`config.mk`:
```
export PLATFORM = sky130hd
export DESIGN_NAME = psram_arbiter_flat
export DESIGN_NICKNAME = d
export VERILOG_FILES = /design/src/rtl/psram_arb_pkg.sv /design/src/rtl/psram_arbiter_if.sv /design/src/rtl/psram_rr_pick.sv /design/src/rtl/psram_arbiter.sv /design/src/flat_wrapper.sv
export SDC_FILE = /design/constraint.sdc
export NUM_CORES = 1
export LEC_CHECK = 0
export ABC_CLOCK_PERIOD_IN_PS = 3600
export BUFFER_PORTS_ARGS = -buffer_cell sky130_fd_sc_hd__buf_2
export CAP_MARGIN = 0
export CORE_MARGIN = 3
export CORE_UTILIZATION = 49
export CTS_CLUSTER_SIZE = 28
export DETAILED_ROUTE_END_ITERATION = 16
export PLACE_DENSITY = 0.9
export SYNTH_ARGS = -nofsm -noshare
export SYNTH_HDL_FRONTEND = slang
export SYNTH_SLANG_ARGS = --single-unit
```
`constraint.sdc`:
```
create_clock -name clk -period 3.6 [get_ports clk]
set_input_delay 0.36 -clock clk [delete_from_list [all_inputs] [get_ports clk]]
set_output_delay 0.36 -clock clk [all_outputs]
set_load 0.01 [all_outputs]
```
`src/rtl/psram_arb_pkg.sv`:
```
// psram_arb_pkg: shared widths and the FSM state encoding for psram_arbiter.
//   PSRAM_ADDR_W / PSRAM_DATA_W / PSRAM_SIZE_W : controller field widths
//   arb_state_e                                : IDLE=0, ISSUE=1, WAIT=2, RESP=3
package psram_arb_pkg;
    localparam int PSRAM_ADDR_W = 24;
    localparam int PSRAM_DATA_W = 32;
    localparam int PSRAM_SIZE_W = 3;

    typedef enum logic [1:0] {
        ST_IDLE  = 2'd0,
        ST_ISSUE = 2'd1,
        ST_WAIT  = 2'd2,
        ST_RESP  = 2'd3
    } arb_state_e;
endpackage

```
`src/rtl/psram_arbiter_if.sv`:
```
// psram_arbiter_if: requester-side and controller-side bundle of psram_arbiter.
//   Requester side : req_valid/addr/rd_wr/size/wdata in, grant/resp_done/
//                    resp_err/resp_rdata/busy out (flat vectors, lane i at [W*i +: W]).
//   Controller side: ctrl_addr/wdata/size/rd_wr/start out, ctrl_rdata/done in.
//   slave  : arbiter view.  master : environment (requesters + controller) view.
interface psram_arbiter_if
    import psram_arb_pkg::*;
#(
    parameter int NUM_REQ = 3
);
    logic [NUM_REQ-1:0]              req_valid;
    logic [NUM_REQ*PSRAM_ADDR_W-1:0] req_addr;
    logic [NUM_REQ-1:0]              req_rd_wr;
    logic [NUM_REQ*PSRAM_SIZE_W-1:0] req_size;
    logic [NUM_REQ*PSRAM_DATA_W-1:0] req_wdata;
    logic [NUM_REQ-1:0]              grant;
    logic [NUM_REQ-1:0]              resp_done;
    logic                            resp_err;
    logic [PSRAM_DATA_W-1:0]         resp_rdata;
    logic                            busy;
    logic [PSRAM_ADDR_W-1:0]         ctrl_addr;
    logic [PSRAM_DATA_W-1:0]         ctrl_wdata;
    logic [PSRAM_SIZE_W-1:0]         ctrl_size;
    logic                            ctrl_rd_wr;
    logic                            ctrl_start;
    logic [PSRAM_DATA_W-1:0]         ctrl_rdata;
    logic                            ctrl_done;

    modport slave (
        input  req_valid, req_addr, req_rd_wr, req_size, req_wdata,
        input  ctrl_rdata, ctrl_done,
        output grant, resp_done, resp_err, resp_rdata, busy,
        output ctrl_addr, ctrl_wdata, ctrl_size, ctrl_rd_wr, ctrl_start
    );

    modport master (
        output req_valid, req_addr, req_rd_wr, req_size, req_wdata,
        output ctrl_rdata, ctrl_done,
        input  grant, resp_done, resp_err, resp_rdata, busy,
        input  ctrl_addr, ctrl_wdata, ctrl_size, ctrl_rd_wr, ctrl_start
    );
endinterface

```
`src/rtl/psram_rr_pick.sv`:
```
// psram_rr_pick: combinational round-robin picker.
//   req_i     : request vector
//   ptr_i     : index where the search starts (wraps past NUM_REQ-1 to 0)
//   onehot_o  : one-hot winner, idx_o : winner index, any_o : some request set
module psram_rr_pick
    import psram_arb_pkg::*;
#(
    parameter int NUM_REQ = 3,
    parameter int IDX_W   = 2
) (
    input  logic [NUM_REQ-1:0] req_i,
    input  logic [IDX_W-1:0]   ptr_i,
    output logic [NUM_REQ-1:0] onehot_o,
    output logic [IDX_W-1:0]   idx_o,
    output logic               any_o
);
    always_comb begin
        onehot_o = '0;
        idx_o    = '0;
        any_o    = 1'b0;
        for (int i = 0; i < NUM_REQ; i++) begin
            int j;
            // ptr_i < NUM_REQ always, so one conditional subtract wraps it
            j = int'(ptr_i) + i;
            if (j >= NUM_REQ) j = j - NUM_REQ;
            if (!any_o && req_i[j]) begin
                any_o       = 1'b1;
                onehot_o[j] = 1'b1;
                idx_o       = IDX_W'(j);
            end
        end
    end
endmodule

```
`src/rtl/psram_arbiter.sv`:
```
// psram_arbiter: shares one PSRAM controller among NUM_REQ requesters,
// round-robin, one transaction at a time (IDLE -> ISSUE -> WAIT -> RESP).
//   clk, rst : rising-edge clock, synchronous active-high reset
//   bus      : psram_arbiter_if slave (requester handshake + controller fields)
module psram_arbiter
    import psram_arb_pkg::*;
#(
    parameter int NUM_REQ        = 3,
    parameter int TIMEOUT_CYCLES = 1024
) (
    input  logic           clk,
    input  logic           rst,
    psram_arbiter_if.slave bus
);
    localparam int IDX_W = (NUM_REQ > 1) ? $clog2(NUM_REQ) : 1;
    localparam int CNT_W = $clog2(TIMEOUT_CYCLES);

    arb_state_e              state_q, state_d;
    logic [IDX_W-1:0]        ptr_q, ptr_d;
    logic [NUM_REQ-1:0]      grant_q, grant_d;
    logic [CNT_W-1:0]        cnt_q, cnt_d;
    logic [PSRAM_ADDR_W-1:0] addr_q, addr_d;
    logic [PSRAM_DATA_W-1:0] wdata_q, wdata_d;
    logic [PSRAM_SIZE_W-1:0] size_q, size_d;
    logic                    rd_wr_q, rd_wr_d;
    logic [PSRAM_DATA_W-1:0] rdata_q, rdata_d;
    logic                    err_q, err_d;

    logic [NUM_REQ-1:0]      pick_onehot;
    logic [IDX_W-1:0]        pick_idx;
    logic                    pick_any;

    psram_rr_pick #(
        .NUM_REQ (NUM_REQ),
        .IDX_W   (IDX_W)
    ) u_pick (
        .req_i    (bus.req_valid),
        .ptr_i    (ptr_q),
        .onehot_o (pick_onehot),
        .idx_o    (pick_idx),
        .any_o    (pick_any)
    );

    always_ff @(posedge clk) begin
        if (rst) begin
            state_q <= ST_IDLE;
            ptr_q   <= '0;
            grant_q <= '0;
            cnt_q   <= '0;
            addr_q  <= '0;
            wdata_q <= '0;
            size_q  <= '0;
            rd_wr_q <= 1'b0;
            rdata_q <= '0;
            err_q   <= 1'b0;
        end else begin
            state_q <= state_d;
            ptr_q   <= ptr_d;
            grant_q <= grant_d;
            cnt_q   <= cnt_d;
            addr_q  <= addr_d;
            wdata_q <= wdata_d;
            size_q  <= size_d;
            rd_wr_q <= rd_wr_d;
            rdata_q <= rdata_d;
            err_q   <= err_d;
        end
    end

    always_comb begin
        state_d = state_q;
        ptr_d   = ptr_q;
        grant_d = grant_q;
        cnt_d   = cnt_q;
        addr_d  = addr_q;
        wdata_d = wdata_q;
        size_d  = size_q;
        rd_wr_d = rd_wr_q;
        rdata_d = rdata_q;
        err_d   = err_q;
        unique case (state_q)
            ST_IDLE: begin
                // Requester inputs are only looked at here; the ctrl_* regs
                // then hold still until the next IDLE win.
                if (pick_any) begin
                    grant_d = pick_onehot;
                    addr_d  = bus.req_addr[pick_idx*PSRAM_ADDR_W +: PSRAM_ADDR_W];
                    wdata_d = bus.req_wdata[pick_idx*PSRAM_DATA_W +: PSRAM_DATA_W];
                    size_d  = bus.req_size[pick_idx*PSRAM_SIZE_W +: PSRAM_SIZE_W];
                    rd_wr_d = bus.req_rd_wr[pick_idx];
                    ptr_d   = (pick_idx == IDX_W'(NUM_REQ - 1)) ? '0 : pick_idx + IDX_W'(1);
                    state_d = ST_ISSUE;
                end
            end
            ST_ISSUE: begin
                cnt_d   = '0;
                state_d = ST_WAIT;
            end
            ST_WAIT: begin
                cnt_d = cnt_q + CNT_W'(1);
                // done is checked first so it wins over a same-cycle expiry
                if (bus.ctrl_done) begin
                    rdata_d = rd_wr_q ? bus.ctrl_rdata : '0;
                    err_d   = 1'b0;
                    state_d = ST_RESP;
                end else if (cnt_q == CNT_W'(TIMEOUT_CYCLES - 1)) begin
                    rdata_d = '0;
                    err_d   = 1'b1;
                    state_d = ST_RESP;
                end
            end
            ST_RESP: begin
                grant_d = '0;
                state_d = ST_IDLE;
            end
            default: state_d = ST_IDLE;
        endcase
    end

    assign bus.grant      = grant_q;
    assign bus.busy       = (state_q != ST_IDLE);
    assign bus.ctrl_start = (state_q == ST_ISSUE);
    assign bus.resp_done  = (state_q == ST_RESP) ? grant_q : '0;
    assign bus.resp_err   = (state_q == ST_RESP) && err_q;
    assign bus.resp_rdata = (state_q == ST_RESP) ? rdata_q : '0;
    assign bus.ctrl_addr  = addr_q;
    assign bus.ctrl_wdata = wdata_q;
    assign bus.ctrl_size  = size_q;
    assign bus.ctrl_rd_wr = rd_wr_q;
endmodule

```
`src/flat_wrapper.sv`:
```
// flat-port wrapper written by rule: the top's interface ports become plain ports
module psram_arbiter_flat import psram_arb_pkg::*;
#(
    parameter int NUM_REQ        = 3,
    parameter int TIMEOUT_CYCLES = 1024
)
  (clk, rst, bus_req_valid, bus_req_addr, bus_req_rd_wr, bus_req_size, bus_req_wdata, bus_ctrl_rdata, bus_ctrl_done, bus_grant, bus_resp_done, bus_resp_err, bus_resp_rdata, bus_busy, bus_ctrl_addr, bus_ctrl_wdata, bus_ctrl_size, bus_ctrl_rd_wr, bus_ctrl_start);
  psram_arbiter_if #(.NUM_REQ(NUM_REQ)) bus_i ();
  input  logic clk;
  input  logic rst;
  input wire logic [$bits(bus_i.req_valid)-1:0] bus_req_valid;
  input wire logic [$bits(bus_i.req_addr)-1:0] bus_req_addr;
  input wire logic [$bits(bus_i.req_rd_wr)-1:0] bus_req_rd_wr;
  input wire logic [$bits(bus_i.req_size)-1:0] bus_req_size;
  input wire logic [$bits(bus_i.req_wdata)-1:0] bus_req_wdata;
  input wire logic [$bits(bus_i.ctrl_rdata)-1:0] bus_ctrl_rdata;
  input wire logic [$bits(bus_i.ctrl_done)-1:0] bus_ctrl_done;
  output wire logic [$bits(bus_i.grant)-1:0] bus_grant;
  output wire logic [$bits(bus_i.resp_done)-1:0] bus_resp_done;
  output wire logic [$bits(bus_i.resp_err)-1:0] bus_resp_err;
  output wire logic [$bits(bus_i.resp_rdata)-1:0] bus_resp_rdata;
  output wire logic [$bits(bus_i.busy)-1:0] bus_busy;
  output wire logic [$bits(bus_i.ctrl_addr)-1:0] bus_ctrl_addr;
  output wire logic [$bits(bus_i.ctrl_wdata)-1:0] bus_ctrl_wdata;
  output wire logic [$bits(bus_i.ctrl_size)-1:0] bus_ctrl_size;
  output wire logic [$bits(bus_i.ctrl_rd_wr)-1:0] bus_ctrl_rd_wr;
  output wire logic [$bits(bus_i.ctrl_start)-1:0] bus_ctrl_start;
  assign bus_i.req_valid = bus_req_valid;
  assign bus_i.req_addr = bus_req_addr;
  assign bus_i.req_rd_wr = bus_req_rd_wr;
  assign bus_i.req_size = bus_req_size;
  assign bus_i.req_wdata = bus_req_wdata;
  assign bus_i.ctrl_rdata = bus_ctrl_rdata;
  assign bus_i.ctrl_done = bus_ctrl_done;
  assign bus_grant = bus_i.grant;
  assign bus_resp_done = bus_i.resp_done;
  assign bus_resp_err = bus_i.resp_err;
  assign bus_resp_rdata = bus_i.resp_rdata;
  assign bus_busy = bus_i.busy;
  assign bus_ctrl_addr = bus_i.ctrl_addr;
  assign bus_ctrl_wdata = bus_i.ctrl_wdata;
  assign bus_ctrl_size = bus_i.ctrl_size;
  assign bus_ctrl_rd_wr = bus_i.ctrl_rd_wr;
  assign bus_ctrl_start = bus_i.ctrl_start;
  psram_arbiter #(.NUM_REQ(NUM_REQ), .TIMEOUT_CYCLES(TIMEOUT_CYCLES)) u_core (.clk(clk), .rst(rst), .bus(bus_i));
endmodule
```
==> After elaboration in Yosys (flattened, before gate mapping) <==
Cells that the tools add are included.
{ "word_totals": {"input_bits": 218, "register_bits": 110, "output_inout_bits": 101} }
{ "op_classes": {"shifts": 3, "n_bitwise": 2, "addsub": 7, "reduce_logical": 17, "order_cmp": 10, "n_mul": 2, "eq_ne": 7, "muxes": 44} }
{ "op_table": {"columns": ["operator", "n"], "rows": [
  ["32-bit 2-to-1 mux", 7],
  ["32-bit by 1-bit greater-or-equal comparator with 1-bit output (second input constant)", 3],
  ["32-bit by 4-bit < comparator with 1-bit output (second input constant)", 3],
  ["96-bit by 8-bit indexed part select with 32-bit output", 1],
  ["72-bit by 8-bit indexed part select with 24-bit output", 1],
  ["10-bit case mux with 2 select lines", 1],
  ["1-bit 2-to-1 mux", 15],
  ["3-bit 2-to-1 mux", 5],
  ["2-bit 2-to-1 mux", 7],
  ["10-bit by 1-bit adder with 10-bit output (second input constant)", 1],
  ["10-bit == test (second input constant)", 1],
  ["9-bit by 5-bit indexed part select with 3-bit output", 1],
  ["1-bit binary-select mux with 2-bit select", 4],
  ["2-bit by 2-bit multiplier with 4-bit output (second input constant)", 2],
  ["2-bit case mux with 4 select lines", 1],
  ["2-bit AND reduction", 4],
  ["2-bit nonzero test", 4],
  ["3-bit by 2-bit subtractor with 4-bit output (second input constant)", 2],
  ["1-bit demux with 2-bit select", 3],
  ["2-bit == test (second input constant)", 3],
  ["3-bit by 2-bit greater-or-equal comparator with 1-bit output (second input constant)", 2],
  ["1-bit logical AND", 6],
  ["3-bit OR", 2],
  ["3-bit case mux with 2 select lines", 1],
  ["11 further kinds", 12]
]} }

==> Longest topological paths before layout <==
Gate-level depths: netlist of run 1.
{ "logic_depth": {"ltp_word": 14, "depth_mapped": 11, "ltp_nobuf": 7} }

==> By module <==
A second synthesis of run 1 with hierarchy kept.
{ "hier_totals": {"hier_cells": 736, "area_unflattened_um2": 6168.4} }
{ "by_module_without_submodules": {"columns": ["module", "cells_per_inst", "area_each_um2", "instances", "seq_area_each_um2"], "rows": [
  ["psram_arbiter", 684, 5786.8, 1, 2202.1],
  ["psram_rr_pick", 52, 381.6, 1, 0.0]
]} }

==> Least setup slack after synthesis of run 1 <==
OpenSTA, ideal clock, no wires.
{ "synth_timing": {"kind": "reg2reg", "startpoint": "register u_core.ptr_q[0]", "endpoint": "register u_core.rd_wr_q, in the netlist u_core.bus.ctrl_rd_wr", "setup_slack_ns": 1.060, "t_arrival_ns": 2.422, "synth_period_minus_slack_ns": 2.540, "path_stages_with_launch": 10, "cell_sequence": "dfxtp_1 > inv_1 > ha_1 > mux2_2 > a222oi_1 > a21oi_2 > and2_1 > buf_6 > buf_6 > a32o_1"} }
{ "synth_via": {"elab_chain_cells": 14, "word_cells_on_any_way": 33, "classes_between": "add/sub: 5; order compare: 3; mux: 20; reduce/logical: 5"} }
{ "synth_rtl": {"columns": ["item", "line_no", "text"], "rows": [
  ["start: declaration", "psram_arbiter.sv:19", "logic [IDX_W-1:0] ptr_q, ptr_d;"],
  ["start signal: assignment", "psram_arbiter.sv:58", "ptr_q <= ptr_d;"],
  ["parallel branches: the longest is 14 deep, another holds 3-bit by 2-bit subtractor with 4-bit output", null, null],
  ["end signal: assignment", "psram_arbiter.sv:64", "rd_wr_q <= rd_wr_d;"],
  ["end: declaration", "psram_arbiter.sv:25", "logic rd_wr_q, rd_wr_d;"]
]} }
Parallel ways; which one is timed is not known. The select of a mux whose other input is x is not followed.
A chain may end at the register's enable or synchronous reset.

==> Worst setup path after layout of run 1 <==
{ "layout_timing": {"startpoint": "register u_core.ptr_q[0]", "endpoint": "register u_core.wdata_q[22], in the netlist u_core.bus.ctrl_wdata[22]"} }
{ "layout_via": {"elab_chain_cells": 13, "word_cells_on_any_way": 32, "classes_between": "add/sub: 5; order compare: 3; shift: 1; mux: 18; reduce/logical: 5"} }
{ "layout_rtl": {"columns": ["item", "line_no", "text"], "rows": [
  ["parallel branches: the longest is 13 deep, another holds 3-bit by 2-bit subtractor with 4-bit output", null, null],
  ["end signal: assignment", "psram_arbiter.sv:62", "wdata_q <= wdata_d;"],
  ["end: declaration", "psram_arbiter.sv:23", "logic [PSRAM_DATA_W-1:0] wdata_q, wdata_d;"]
]} }
Parallel ways; which one is timed is not known. The select of a mux whose other input is x is not followed.

==> results.py, run 1 <==
metrics = {
    "status": {
        "status": "finished clean",
    },
    "cells_and_area": {
        "drive_above_1_share_pct": 32.5,
        "post-route-util_pct": 64.1,
        "fill_cells": 1286,
        "layout_common_cells": "318 x buf_2, 156 x nand4_1, 110 x dfxtp_1",
        "multi_input_area_um2": 4770,
        "seq_area_um2": 2200,
        "area_growth_pct": 26.5,
        "nNetsFinal": 1376,
        "final_common_cell": "buf_2",
    },
    "worst_setup_path": {
        "path_class": "flip-flop to flip-flop",
        "crit_chain": "inv_1, ha_1, mux2_2, a222oi_1, a21oi_2, and2_2, buf_4, a32o_1",
        "required_ns": 3.86,
        "critical-path-max-stage-delay_ns": 0.63,
        "cp_slowest_cell": "a222oi_1",
        "cp.arrival_ns": 3.63,
        "cp_top_family": "compound AO/OA/AOI/OAI gates",
        "critPathBufInv": 2,
        "end_kind": "flip-flop",
        "path_max_fanout": 20,
        "setup.worst_path.start_class": "flip-flop",
    },
    "logic_synthesis": {
        "synth.distinct_cells": 51,
        "syn_avg_cell_area_um2": 8.20,
        "synth_area_leaders": "dfxtp_1 29%, nand4_1 13%, mux2i_1 8.4%",
        "yosys.area.top_type_share_pct": 29.4,
        "async_flop_share_pct": 0,
        "synth-seq-cells": 110,
        "yosysWarnings": 0,
        "netlist_area_um2": 7480,
        "syn_nets": 1140,
        "synth-main-ff-cell": "dfxtp_1",
        "synth_top_area_cell": "dfxtp_1",
        "synth_enable_flop_cells": 0,
        "syn_inst": 912,
        "ys_seq_area_share_pct": 29.4,
    },
    "cts": {
        "clock_tree.buffer_depth": 2,
        "root_buffer": "clkbuf_16",
        "cts.reportedPaths.clkPinSlew_ns": 0.09,
        "clkSinkCount": 110,
        "post_cts_resized": 0,
        "numCtsBuffers": 9,
        "cts_hold_buf": 0,
        "post-cts-setup-buffers": 0,
        "cts_tree": "yes",
        "htree_levels": 3,
        "insertion_delay_ns": 0.37,
    },
    "pwr": {
        "p_per_area_nw_per_um2": 708,
        "peakVddDrop_uv": 517,
        "leakage_nw": 4.38,
    },
    "sta": {
        "worstMarginPinSlew_ns": 1.07,
        "slew_violations": 0,
        "period_share_pct": 93.7,
        "finalSetupTns_ns": 0,
        "grt_setup_unrepaired": "false",
        "max_slew_margin_pct": 28.6,
        "finalHoldViolCount": 0,
        "clock.fmax_mhz": 297,
        "fin_crit_ns": 3.37,
        "skew_ns": 0.0146,
        "setup_viol": 0,
    },
    "global_routing": {
        "grtUsageTotal_pct": 30.3,
        "grt_max_degree": 61,
        "antenna_found_initial": 6,
        "grt_pass1_wl_mm": 41.2,
        "grt_pass1_vias": 8128,
        "globalRoute.totalOverflow": 0,
    },
    "floorplan": {
        "die_w_um": 130,
        "die_height_um": 130,
        "ios": 319,
        "die_area_um2": 16800,
        "core_region_area_um2": 14800,
        "initial_utilization_pct": 50.7,
        "row_count": 44,
    },
    "route": {
        "ant_nets": 0,
        "drc_errors": 0,
        "drtPass1Iterations": 8,
        "drt_iter0_drc": 889,
        "avgViaCountPerCell": 6.49,
        "dr_total_vias": 8709,
        "wl_mm": 27.3,
        "wire_per_inst_um": 20.4,
    },
    "place": {
        "port_buffers": 318,
        "place_congestion": 0.854,
        "hpwl_mm": 18.8,
    },
    "min_path": {
        "hold_path.class": "input pin to flip-flop",
    },
    "flow_run": {
        "maxCapViolCount": 0,
    },
}
[state kept, by name, summed over array words and instances, names as in the netlist]
register / cells
u_core.bus.grant: 3
u_core.bus.ctrl_addr: 24
u_core.state_q: 2
u_core.bus.ctrl_rd_wr: 1
u_core.ptr_q: 2
u_core.bus.ctrl_size: 3
u_core.cnt_q: 10
u_core.rdata_q: 32
u_core.err_q: 1
u_core.bus.ctrl_wdata: 32
[stage by stage]
step | instances | worst slack, ns | hold WS [ns] | instance area (um2) | power [W]
after floorplan | 912 | 1.06 | 0.427 | 7480 | 0.00446
after global placement | 1321 | 0.469 | 0.434 | 9120 | 0.00546
after detailed placement | 1321 | 0.312 | 0.440 | 9120 | 0.00557
after CTS | 1337 | 0.283 | 0.250 | 9450 | 0.00665
after global routing | 1341 | 0.0428 | 0.260 | 9460 | 0.00710
final | 1342 | 0.228 | 0.258 | 9460 | 0.00670
[path summary, 6_finish.rpt]
kind / to / slack (ns) / cells past startpoint / startpoint
max: u_core.bus.ctrl_wdata[22] / 0.23 / 8 / u_core.ptr_q[0]
min: u_core.rdata_q[18] / 0.26 / 3 / bus_ctrl_rdata[18]
max reg2reg: u_core.bus.ctrl_wdata[22] / 0.23 / 8 / u_core.ptr_q[0]
min reg2reg: u_core.rdata_q[0] / 0.45 / 2 / u_core.rdata_q[0]
[synth_stat cells, types with 2 or more instances]
| library cell | count |
|---|---|
| nand3_1 | 4 |
| dfxtp_1 | 110 |
| nor2b_1 | 4 |
| xor2_1 | 7 |
| o21ai_1 | 2 |
| nor3_1 | 2 |
| a22o_1 | 2 |
| buf_6 | 8 |
| and3_1 | 60 |
| o21ai_0 | 2 |
| and2_1 | 42 |
| mux2i_1 | 63 |
| a21oi_1 | 41 |
| nand4bb_1 | 2 |
| clkbuf_1 | 89 |
| o211ai_1 | 60 |
| mux2_2 | 3 |
| buf_1 | 5 |
| o31ai_1 | 2 |
| a32o_1 | 61 |
| nand2b_1 | 63 |
| nor2_1 | 12 |
| nand2_1 | 48 |
| nand3b_1 | 2 |
| a32oi_1 | 2 |
| a21o_1 | 2 |
| buf_2 | 15 |
| ha_1 | 10 |
| nand4_1 | 156 |
| inv_1 | 12 |
[power by group]
group	total [W]	internal, W	switching, W
clock network	0.00108	0.000514	0.000564
logic	0.00396	0.00155	0.00241
registers	0.00166	0.00148	0.000179
total	0.00670	0.00354	0.00316
[logic make-up after synthesis]
kind of cell             synth area share (%)
flip-flops                               29.4
buffers and inverters                    7.53
XOR/XNOR                                0.936
AO/OA/AOI/OAI                            20.1
adder cells (fa/ha/maj)                  1.67
multiplexers                             8.88
AND/OR/NAND/NOR                          31.4
[worst min-delay path: stages]
cell and delay [ns]:
buf_2 0.09, nand4_1 0.07, a21oi_1 0.06
[layout make-up]
cell class,count,share of cell area (%)
antenna,5,0.132
tap,184,2.43
clock inverter,7,1.10
multi-input combinational,673,50.4
clock buffer,9,2.38
sequential,110,23.3
inverter,12,0.476
timing repair buffer,342,19.8
[metal layers]
| metal | up-vias | global-route usage (%) | share of wire, % |
|---|---|---|---|
| met5 | - | 0 | 0.077 |
| met4 | 4 | 15.2 | 4.3 |
| met3 | 93 | 8.57 | 11 |
| met2 | 557 | 50.7 | 48 |
| met1 | 4077 | 35.5 | 37 |
| li1 | 3978 | - | - |
Note: power is estimated with default switching activity, not from simulation.
==> run 2: changes to the inputs <==
CORE_ASPECT_RATIO = 0.8   (was not set)
==> run 2 against run 1 <==
Net effect:
- register-to-register slack improved by 0.29 ns
- sequential share of layout area increased by 0.11 points
- first-iteration DRC count decreased by 0.22%
- clock skew decreased by 0.0031 ns
- combinational power about the same
- highest routed layer is now met4
- critical endpoint is now u_core.bus.grant[0]
- clock power decreased by 5%
- count of clock-buffer cells in the layout unchanged
- design area decreased by 0.45%
==> results.py, run 2 (synthesized netlist as in run 1, its figures left out) <==
metrics = {
    "cts": {
        "insertion_delay_ns": 0.35,
        "root_buffer": "clkbuf_16",
        "numCtsBuffers": 9,
        "clkSinkCount": 110,
        "cts_hold_buf": 0,
        "cts.reportedPaths.clkPinSlew_ns": 0.09,
        "post_cts_resized": 0,
        "htree_levels": 3,
        "post-cts-setup-buffers": 0,
        "cts_tree": "yes",
        "clock_tree.buffer_depth": 2,
    },
    "global_routing": {
        "grt_max_degree": 62,
        "grt_pass1_vias": 8220,
        "globalRoute.totalOverflow": 0,
        "grtUsageTotal_pct": 29.7,
        "grt_pass1_wl_mm": 40.8,
        "antenna_found_initial": 4,
    },
    "floorplan": {
        "die_area_um2": 16800,
        "row_count": 39,
        "die_w_um": 144,
        "die_height_um": 117,
        "ios": 319,
        "core_region_area_um2": 14600,
        "initial_utilization_pct": 51.3,
    },
    "worst_setup_path": {
        "required_ns": 3.84,
        "end_kind": "flip-flop",
        "cp.arrival_ns": 3.32,
        "path_max_fanout": 18,
        "path_class": "flip-flop to flip-flop",
        "setup.worst_path.start_class": "flip-flop",
    },
    "sta": {
        "period_share_pct": 85.5,
        "fin_crit_ns": 3.08,
        "finalSetupTns_ns": 0,
        "grt_setup_unrepaired": "false",
        "clock.fmax_mhz": 325,
        "skew_ns": 0.0115,
        "worstMarginPinSlew_ns": 1.15,
        "slew_violations": 0,
        "finalHoldViolCount": 0,
        "setup_viol": 0,
        "max_slew_margin_pct": 23.4,
    },
    "cells_and_area": {
        "final_cells": 1340,
        "final_common_cell": "buf_2",
        "fill_cells": 1239,
        "post-route-util_pct": 64.6,
        "area_growth_pct": 25.9,
        "drive_above_1_share_pct": 32.5,
        "layout_common_cells": "318 x buf_2, 156 x nand4_1, 110 x dfxtp_1",
        "nNetsFinal": 1375,
        "final_area_um2": 9420,
    },
    "place": {
        "place_congestion": 0.869,
        "placed_area_um2": 9100,
        "numPlacedInstances": 1320,
        "hpwl_mm": 18.5,
        "port_buffers": 318,
    },
    "status": {
        "status": "finished clean",
    },
    "route": {
        "dr_total_vias": 8669,
        "drt_iter0_drc": 887,
        "avgViaCountPerCell": 6.47,
        "wl_mm": 26.7,
        "ant_nets": 0,
        "drc_errors": 0,
        "wire_per_inst_um": 19.9,
        "drtPass1Iterations": 5,
    },
    "pwr": {
        "p_per_area_nw_per_um2": 706,
        "leakage_nw": 4.36,
        "peakVddDrop_uv": 406,
    },
    "min_path": {
        "hold_path.class": "input pin to flip-flop",
    },
    "flow_run": {
        "maxCapViolCount": 0,
    },
}
==> run 2: changes by cell type in the layout (fill, tap and decap cells not counted) <==
| cell | delta |
|---|---|
| buf_12 | -1 |
| clkinv_8 | -1 |
| diode_2 | -1 |
| inv_12 | -1 |
| inv_6 | +4 |
| inv_8 | -2 |
==> run 2: final cells by class <==
class | count | area [um2] | area share (%)
inverter | 12 | 45.0 | 0.478
clock buffer | 9 | 225 | 2.39
multi-input combinational | 673 | 4770 | 50.7
tap | 184 | 230 | 2.44
clock inverter | 7 | 83.8 | 0.890
timing repair buffer | 341 | 1850 | 19.7
antenna | 4 | 10.0 | 0.106
sequential | 110 | 2200 | 23.4
==> run 2: where the power goes <==
part	internal [W]	switching [W]	leakage (nW)	total (W)
logic	0.00153	0.00243	3.31	0.00396
registers	0.00148	0.000177	0.900	0.00166
clock network	0.000499	0.000531	0.150	0.00103
total	0.00351	0.00314	4.36	0.00665
==> run 2: per-stage QoR <==
step	power [W]	setup WS [ns]	hold slack (ns)
global route	0.00706	0.359	0.268
floorplan	0.00446	1.06	0.427
detailed placement	0.00557	0.589	0.440
finish	0.00665	0.521	0.273
global placement	0.00547	0.660	0.433
CTS	0.00660	0.573	0.266
==> run 2: worst paths after layout <==
path                           start  cells past startpoint  slack, ns                   to
hold reg to reg    u_core.rdata_q[0]                      2       0.45    u_core.rdata_q[0]
setup reg to reg     u_core.ptr_q[0]                      9       0.52  u_core.bus.grant[0]
hold / removal    bus_ctrl_rdata[18]                      3       0.27   u_core.rdata_q[18]
setup / recovery     u_core.ptr_q[0]                      9       0.52  u_core.bus.grant[0]
==> run 2: metal layers <==
metal	GRT usage, %	part of all wire, %
met5	0	0
met2	49.0	48
met3	7.78	11
met1	37.4	39
met4	11.5	2.6
==> run 2: worst max-delay path, cell delays in order, from the launching register on <==
cell and delay, ns:
dfxtp_1 0.39, inv_1 0.08, ha_1 0.54, mux2_2 0.41, a222oi_1 0.36, buf_4 0.20, a21oi_2 0.11, and2_2 0.38
buf_4 0.28, a32o_1 0.24
